### src/rtl/pipe_trace_pkg.sv
// Shared definitions for the commit-trace buffer: FSM states, capture modes and
// the entry layout {pc, instr, wb_data, rwd} (rwd in the LSBs).
package pipe_trace_pkg;

  typedef enum logic [1:0] {
    ST_IDLE = 2'd0,
    ST_PRE  = 2'd1,
    ST_POST = 2'd2,
    ST_DONE = 2'd3
  } state_t;

  localparam logic MODE_LINEAR = 1'b0;
  localparam logic MODE_RING   = 1'b1;

  // Total width of one captured entry.
  function automatic int unsigned entry_w(input int unsigned dw, input int unsigned aw);
    return 3 * dw + aw;
  endfunction

  // LSB positions of each field inside an entry / rd_data.
  function automatic int unsigned rwd_lsb();
    return 0;
  endfunction

  function automatic int unsigned wb_lsb(input int unsigned aw);
    return aw;
  endfunction

  function automatic int unsigned instr_lsb(input int unsigned dw, input int unsigned aw);
    return dw + aw;
  endfunction

  function automatic int unsigned pc_lsb(input int unsigned dw, input int unsigned aw);
    return 2 * dw + aw;
  endfunction

endpackage

### src/rtl/pipe_trace_buffer_ram.sv
// Trace storage: DEPTH x W register array, one synchronous write port and one
// asynchronous read port.
//  clk   in  clock
//  we    in  write enable
//  waddr in  write address
//  wdata in  write data
//  raddr in  read address
//  rdata out read data (combinational)
module trace_ram #(
  parameter int unsigned W     = 101,
  parameter int unsigned DEPTH = 16,
  localparam int unsigned PW   = $clog2(DEPTH)
) (
  input  logic          clk,
  input  logic          we,
  input  logic [PW-1:0] waddr,
  input  logic [W-1:0]  wdata,
  input  logic [PW-1:0] raddr,
  output logic [W-1:0]  rdata
);

  logic [W-1:0] mem [DEPTH];

  // Write port; storage needs no reset, reads are qualified by the controller.
  always_ff @(posedge clk) begin
    if (we) begin
      mem[waddr] <= wdata;
    end
  end

  assign rdata = mem[raddr];

endmodule

### src/rtl/pipe_trace_buffer.sv
// Commit-trace capture buffer. Records the per-commit debug bus in LINEAR
// (fill until full) or RING (wrap until a PC trigger plus a post window) mode,
// then drains oldest-first over a valid/ready port.
//  clk, rst_n             clock, synchronous active-low reset
//  commit_*               commit debug bus (valid, pc, instr, wb_data, rwd)
//  arm, mode, trig_pc     start capture; mode/trig_pc latched on arm
//  rd_valid/rd_ready      drain handshake, rd_data = {pc, instr, wb_data, rwd}
//  count                  entries held
//  triggered, overflow    sticky ring flags
//  busy                   capture in progress
module pipe_trace_buffer
  import pipe_trace_pkg::*;
#(
  parameter int unsigned DW        = 32,
  parameter int unsigned AW        = 5,
  parameter int unsigned DEPTH     = 16,
  parameter int unsigned POST_TRIG = 4,
  localparam int unsigned EW       = entry_w(DW, AW),
  localparam int unsigned PW       = $clog2(DEPTH),
  localparam int unsigned CW       = $clog2(DEPTH + 1)
) (
  input  logic          clk,
  input  logic          rst_n,
  input  logic          commit_valid,
  input  logic [DW-1:0] commit_pc,
  input  logic [DW-1:0] commit_instr,
  input  logic [DW-1:0] commit_wb_data,
  input  logic [AW-1:0] commit_rwd,
  input  logic          arm,
  input  logic          mode,
  input  logic [DW-1:0] trig_pc,
  output logic          rd_valid,
  input  logic          rd_ready,
  output logic [EW-1:0] rd_data,
  output logic [CW-1:0] count,
  output logic          triggered,
  output logic          overflow,
  output logic          busy
);

  // Last post-trigger index; only meaningful when POST_TRIG > 0.
  localparam logic [PW-1:0] PT_LAST = PW'((POST_TRIG == 0) ? 0 : POST_TRIG - 1);

  state_t        state;
  logic          mode_q;
  logic [DW-1:0] trig_q;
  logic [PW-1:0] wr_ptr;
  logic [PW-1:0] rd_ptr;
  logic [PW-1:0] post_cnt;
  logic          full;
  logic          wr_en;
  logic          pop;

  assign busy     = (state == ST_PRE) || (state == ST_POST);
  assign rd_valid = (state == ST_DONE) && (count != '0);
  assign full     = (count == CW'(DEPTH));
  // arm wins over both capture and pop in the same cycle.
  assign wr_en    = commit_valid && busy && !arm;
  assign pop      = rd_valid && rd_ready && !arm;

  trace_ram #(
    .W     (EW),
    .DEPTH (DEPTH)
  ) u_ram (
    .clk   (clk),
    .we    (wr_en),
    .waddr (wr_ptr),
    .wdata ({commit_pc, commit_instr, commit_wb_data, commit_rwd}),
    .raddr (rd_ptr),
    .rdata (rd_data)
  );

  // Control FSM, pointers, occupancy and sticky flags.
  always_ff @(posedge clk) begin
    if (!rst_n) begin
      state     <= ST_IDLE;
      mode_q    <= MODE_LINEAR;
      trig_q    <= '0;
      wr_ptr    <= '0;
      rd_ptr    <= '0;
      post_cnt  <= '0;
      count     <= '0;
      triggered <= 1'b0;
      overflow  <= 1'b0;
    end else if (arm) begin
      state     <= ST_PRE;
      mode_q    <= mode;
      trig_q    <= trig_pc;
      wr_ptr    <= '0;
      rd_ptr    <= '0;
      post_cnt  <= '0;
      count     <= '0;
      triggered <= 1'b0;
      overflow  <= 1'b0;
    end else begin
      case (state)
        ST_PRE, ST_POST: begin
          if (commit_valid) begin
            wr_ptr <= wr_ptr + PW'(1);
            // A full ring drops its oldest entry; count saturates.
            if (mode_q == MODE_RING && full) begin
              rd_ptr   <= rd_ptr + PW'(1);
              overflow <= 1'b1;
            end else begin
              count <= count + CW'(1);
            end
            if (mode_q == MODE_LINEAR) begin
              if (count == CW'(DEPTH - 1)) begin
                state <= ST_DONE;
              end
            end else if (state == ST_PRE) begin
              if (commit_pc == trig_q) begin
                triggered <= 1'b1;
                post_cnt  <= '0;
                state     <= (POST_TRIG == 0) ? ST_DONE : ST_POST;
              end
            end else begin
              post_cnt <= post_cnt + PW'(1);
              if (post_cnt == PT_LAST) begin
                state <= ST_DONE;
              end
            end
          end
        end
        ST_DONE: begin
          if (pop) begin
            rd_ptr <= rd_ptr + PW'(1);
            count  <= count - CW'(1);
          end
        end
        default: ;
      endcase
    end
  end

endmodule

### config.mk
export PLATFORM = sky130hd
export DESIGN_NAME = pipe_trace_buffer
export DESIGN_NICKNAME = d
export VERILOG_FILES = /design/src/rtl/pipe_trace_pkg.sv /design/src/rtl/pipe_trace_buffer_ram.sv /design/src/rtl/pipe_trace_buffer.sv
export SDC_FILE = /design/constraint.sdc
export NUM_CORES = 1
export LEC_CHECK = 0
export BUFFER_PORTS_ARGS = -buffer_cell sky130_fd_sc_hd__buf_4
export CORE_ASPECT_RATIO = 1.2
export CORE_UTILIZATION = 45
export DETAILED_ROUTE_END_ITERATION = 10
export PLACE_DENSITY = 0.72
export SETUP_SLACK_MARGIN = 0.1
export SLEW_MARGIN = 40
export SYNTH_ARGS = -nofsm -noshare
export SYNTH_HDL_FRONTEND = slang
export SYNTH_SLANG_ARGS = --single-unit
export TNS_END_PERCENT = 20
### constraint.sdc
create_clock -name clk -period 10.3 [get_ports clk]
set_input_delay 0.515 -clock clk [delete_from_list [all_inputs] [get_ports clk]]
set_output_delay 0.515 -clock clk [all_outputs]
set_load 0.01 [all_outputs]
Word-level counts from Yosys, hierarchy flattened
Memory sizes are Yosys's and may differ from the RTL's. A register that Yosys moved wholly into a read port is not among the register bits.
Index checks and enable logic that the tools add are counted.

operators by class
  $add $sub $neg = 5
  equal/unequal tests = 16
  muxes and demuxes = 22
  bitwise logic cells = 1
  reductions and logical operators = 24

operator list
  cell                                                                   count
  32-bit equality test                                                   1
  4-bit two-way mux                                                      7
  5-bit two-way mux                                                      3
  5-bit AND reduction                                                    3
  4-bit by 1-bit adder with 4-bit output, second input constant          3
  4-bit AND reduction                                                    3
  2-bit two-way mux                                                      5
  5-bit case mux with 2 select lines                                     1
  2-bit != test, second input constant                                   4
  4-bit case mux with 2 select lines                                     1
  2-bit nonzero test                                                     4
  1-bit logical AND                                                      6
  5-bit by 1-bit adder with 5-bit output, second input constant          1
  5-bit by 4-bit equality test with 1-bit output, second input constant  1
  5-bit equality test, second input constant                             1
  1-bit two-way mux                                                      5
  5-bit nonzero test                                                     1
  5-bit by 1-bit subtractor with 5-bit output, second input constant     1
  2-bit equality test, second input constant                             2
  4-bit by 2-bit equality test with 1-bit output, second input constant  1
  4-bit by 2-bit != test with 1-bit output, second input constant        1
  4-bit by 3-bit != test with 1-bit output, second input constant        1
  2-bit OR reduction                                                     2
  3-bit by 1-bit != test with 1-bit output, second input constant        1
  9 further kinds                                                        9

word-level totals
  flip-flop bits (word level) = 54
  RAM bits = 1616
  input port bits = 139
  logic and storage cells = 79
  memories kept = 1

memories
  memory     words  width  rd ports  clocked after Yosys merged registers in  write ports  line                         source
  u_ram.mem  16     101    1         1                                        1            pipe_trace_buffer_ram.sv:22  logic [W-1:0] mem [DEPTH];

Depth between registers and ports, before layout
  depth after elaboration = 8
  depth in mapped cells = 8
  mapped depth without buffers = 8

By module
A second synthesis with hierarchy kept.

unflattened totals
  cell total of the unflattened synthesis = 2771
  area total of the unflattened synthesis = 63239.4 sq um

modules (own cells, without submodules)
  module             times used  cells an instance  area an instance (sq um)  sequential area each (sq um)
  trace_ram          1           2484               60441.7                   48526.5
  pipe_trace_buffer  1           287                2797.7                    1081.0

Least setup slack after synthesis
Ideal clock, no wire load.

  path kind = input-to-reg
  start point = input port arm
  end point = memory u_ram.mem[0][0], enable pin
  setup time = 684 ps
  arrival time = 8225 ps
  slack = 1391 ps
  stages on the path = 5
  buffers on the path = 2
  cell sequence = buf_1 > buf_1 > nor2_1 > nand2_1 > nor3_1

on the way
  cells in the longest elaborated chain, start to end = 4

ends and longest elaborated chain
  item                                     line                         source
  start: declaration                       pipe_trace_buffer.sv:29      input logic arm,
  1-bit logical NOT                        pipe_trace_buffer.sv:58      assign wr_en = commit_valid && busy && !arm;
  1-bit logical AND                        pipe_trace_buffer.sv:58
  1-bit two-way mux                        pipe_trace_buffer_ram.sv:26  if (we) begin
  1-bit two-way mux (not written as such)  pipe_trace_buffer_ram.sv:27  mem[waddr] <= wdata;
  end: declaration                         pipe_trace_buffer_ram.sv:22

Every way passes these cells.

==> results by group <==
Yosys
  – FF+latch count, synth: 1674
  – Syn Std Cell Area: 63560 sq um
  – Average size of a mapped cell: 24.85 sq um
  – Asr flop ratio synth: 0
  – Share of the synthesized area in the top cell type: 0.7634
  – Synth top area cells: edfxtp_1 (76%), mux4_2 (18%), dfxtp_1 (1.8%), mux2i_1 (0.60%), xor2_1 (0.47%)
  – Synth unique cells: 49
  – Seq/Total Area, Yosys: 0.7817
  – Ys flop type: edfxtp_1
  – Synth warn: 0
  – Area leader, netlist: edfxtp_1
  – Post-synth net total: 2709
  – Post-Synthesis Cells: 2558
  – Post-synth EDFFs: 1616

CTS
  – TritonCTS clock tree: yes
  – Worst-skew pair later-pin latency: 0.77 ns
  – Clk sinks: 1674
  – Root buf cell: clkbuf_16
  – Cts bufs inserted: 160
  – CTS clk-pin slew, worst paths: 0.06 ns
  – Post-CTS Setup Repair Bufs: 0
  – Clk buf depth: 3
  – H-tree Lvls: 4

Global routing
  – Pin count of the biggest net entering global routing: 92
  – Vias in the first global route: 30650
  – Initial antenna violation count: 4
  – Grt ovf: 0
  – Total GRT Usage: 0.1996
  – First-pass GRT wire length: 206000 um

Timing
  – RSZ-0062 raised after global routing: no
  – Final setup margin: 5.344 ns
  – Layout Skew: 0.02974 ns
  – Post-layout min period: 4.956 ns
  – Final setup fails: 0
  – Slew @ Worst Pin: 0.8658 ns
  – Worst slew margin: 0.4228
  – Fin. Hold Viols: 0
  – Period utilization: 0.4811
  – Fmax: 0.2018 GHz
  – Total Neg Setup Slack: 0 ns
  – Slew Limit Fails: 0

Route
  – Top sig layer: met5
  – Post-route ant nets: 0
  – WL met1: 57280 um
  – Vias per Instance: 5.873
  – Routed WL: 141700 um
  – WL/cell: 28.55 um
  – Via count: 29160
  – Starting DRT DRC Count: 2956
  – First-pass iteration count of the detailed router: 7
  – WL met2: 70930 um
  – Met3 Routed Length: 10460 um
  – Post-route DRC: 0

Min path
  – Hold WC Path Type: primary input to flop

Critical path
  – Critical path's slowest cell: dfxtp_4
  – CP cell instances: buf_4 -> buf_12 -> buf_16 -> mux4_2 -> mux4_2 -> buf_4
  – Critical path required time: 9.79 ns
  – Critical path's largest stage delay: 0.82 ns
  – CP endpoint kind: primary output
  – Setup Crit Path Kind: flop to primary output
  – CP arrival: 4.44 ns
  – CP Max Fanout: 85
  – CP startpoint kind: flop

Finish
  – Nets: 3161
  – Fillers: 10390
  – Fraction of layout cells with a size suffix above 1: 0.3398
  – Layout area overhead: 16.38%
  – Post-layout util: 0.5291

Floorplanning
  – Initial Utilization: 0.4546
  – Die width: 345.1 um
  – Num rows: 150
  – Chip height: 413.7 um
  – Die area: 142800 sq um
  – I/O pins: 249
  – Core Area: 139800 sq um

Pwr
  – Pleak: 22.82 nW
  – Pwr per Cell Area: 182.1 nW/um^2
  – Max IR drop VDD: 176.8 uV
  – Tot Pwr: 0.01347 W

Place
  – Post-DP HPWL: 73710 um
  – Post-Place Worst Slack: 5.901 ns
  – RD Place Congestion: 0.7295
  – Port bufs: 248

Job
  – Max-cap violations: 0

Status
  – Outcome: complete, no violations
## Yosys cell counts (5+ instances only)
library cell  instances
clkbuf_1             53
mux4_2              505
ha_1                 11
buf_1                22
nand3_1               7
a21oi_1               7
dfxtp_1              58
nor2b_1              36
inv_1                 8
nand2b_1              6
mux2i_1              38
edfxtp_1           1616
buf_4                29
buf_2                10
xor2_1               34
nor3_1                6
nand2_1              14
buf_6                11
xnor2_1               5
nor4_1                9
nor2_1               32
## flip-flops by register name (all words and copies together), names as in the netlist, named ones only
register   flops
post_cnt       4
wr_ptr         4
state          2
mode_q         1
triggered      1
overflow       1
count          5
trig_q        32
u_ram.mem   1616
rd_ptr         4
## metal layers
metal | vias to the layer above | global-route usage
li1 | 11960 | -
met1 | 15840 | 0.2717
met2 | 1161 | 0.3294
met3 | 192 | 0.04032
met4 | 4 | 0.05557
met5 | - | 0
## worst paths after layout
kind | startpoint | end | slack (ns) | cells after the start
max | flop | rd_data[93] | 5.34 | 6
min | commit_instr[9] | u_ram.mem[14][46] | 0.06 | 1
max reg2reg | state[1] | u_ram.mem[12][22] | 6.30 | 8
min reg2reg | rd_ptr[3] | flop | 0.47 | 2
## worst max-delay path: cells and delay by family, from the launching register on
kind | cells | cell delay, ns
flops | 1 | 0.82
buf+inv | 4 | 1.70
mux | 2 | 1.00
## layout make-up
| class | instances | area (sq um) | share of cell area |
|---|---|---|---|
| multi-input cells | 751 | 13290 | 0.1796 |
| clock inverters | 92 | 715.7 | 0.009674 |
| repair buffers | 415 | 3724 | 0.05033 |
| flip-flops and latches | 1674 | 49700 | 0.6719 |
| inverters | 8 | 30.03 | 0.0004059 |
| clock buffers | 197 | 4227 | 0.05713 |
| diodes | 3 | 7.507 | 0.0001015 |
| well taps | 1824 | 2282 | 0.03085 |
## through the flow
stage          hold WS [ns]  instances  instance area [sq um]
6_report            0.06296       4964                  73980
2_1_floorplan        0.4556       2558                  63560
3_5_place_dp         0.4631       4569                  67960
3_3_place_gp         0.4634       4556                  67610
5_1_grt             0.04113       4961                  73970
4_1_cts           0.0005692       4959                  73910
## placed cells by master, fill, tap and decap left out, drive strengths merged, types with 3 or more instances in the layout
master | netlist | layout
a21oi | 7 | 7
a31oi | 4 | 4
buf | 72 | 314
bufinv | 0 | 9
clkbuf | 53 | 197
clkinv | 0 | 69
clkinvlp | 0 | 6
dfxtp | 58 | 58
diode | 0 | 3
dlygate4sd3 | 0 | 101
edfxtp | 1616 | 1616
ha | 11 | 11
inv | 8 | 16
mux2i | 38 | 38
mux4 | 505 | 505
nand2 | 14 | 14
nand2b | 6 | 6
nand3 | 7 | 7
nand4 | 4 | 4
nor2 | 32 | 32
nor2b | 36 | 36
nor3 | 6 | 6
nor4 | 10 | 10
o21ai | 5 | 5
xnor2 | 5 | 5
xor2 | 34 | 34
## cell families (layout without fill, tap and decap cells)
group,Yosys count,in the layout,synth area share
xor gates and xnor gates,39,39,0.005374
DFF,1674,1674,0.7817
muxes,543,543,0.1849
adders and majority gates,12,12,0.002480
buffers and inverters,133,712,0.01106
AOI/OAI and AO/OA,35,35,0.004272
other,0,3,0
and+or+nand+nor,122,122,0.01022
## repair_timing
item	CTS	global route
endpoints found under the hold margin	1009	0
hold buffers	101	0
resized for setup	0	0
## power breakdown
group,internal (W),leakage [nW],switching (W),total [W]
logic,0.000179,5.39,0.000212,0.000391
registers,0.00748,15.0,0.0000122,0.00749
clock network,0.00314,2.42,0.00245,0.00559
Note: power is estimated with default switching activity, not from simulation.
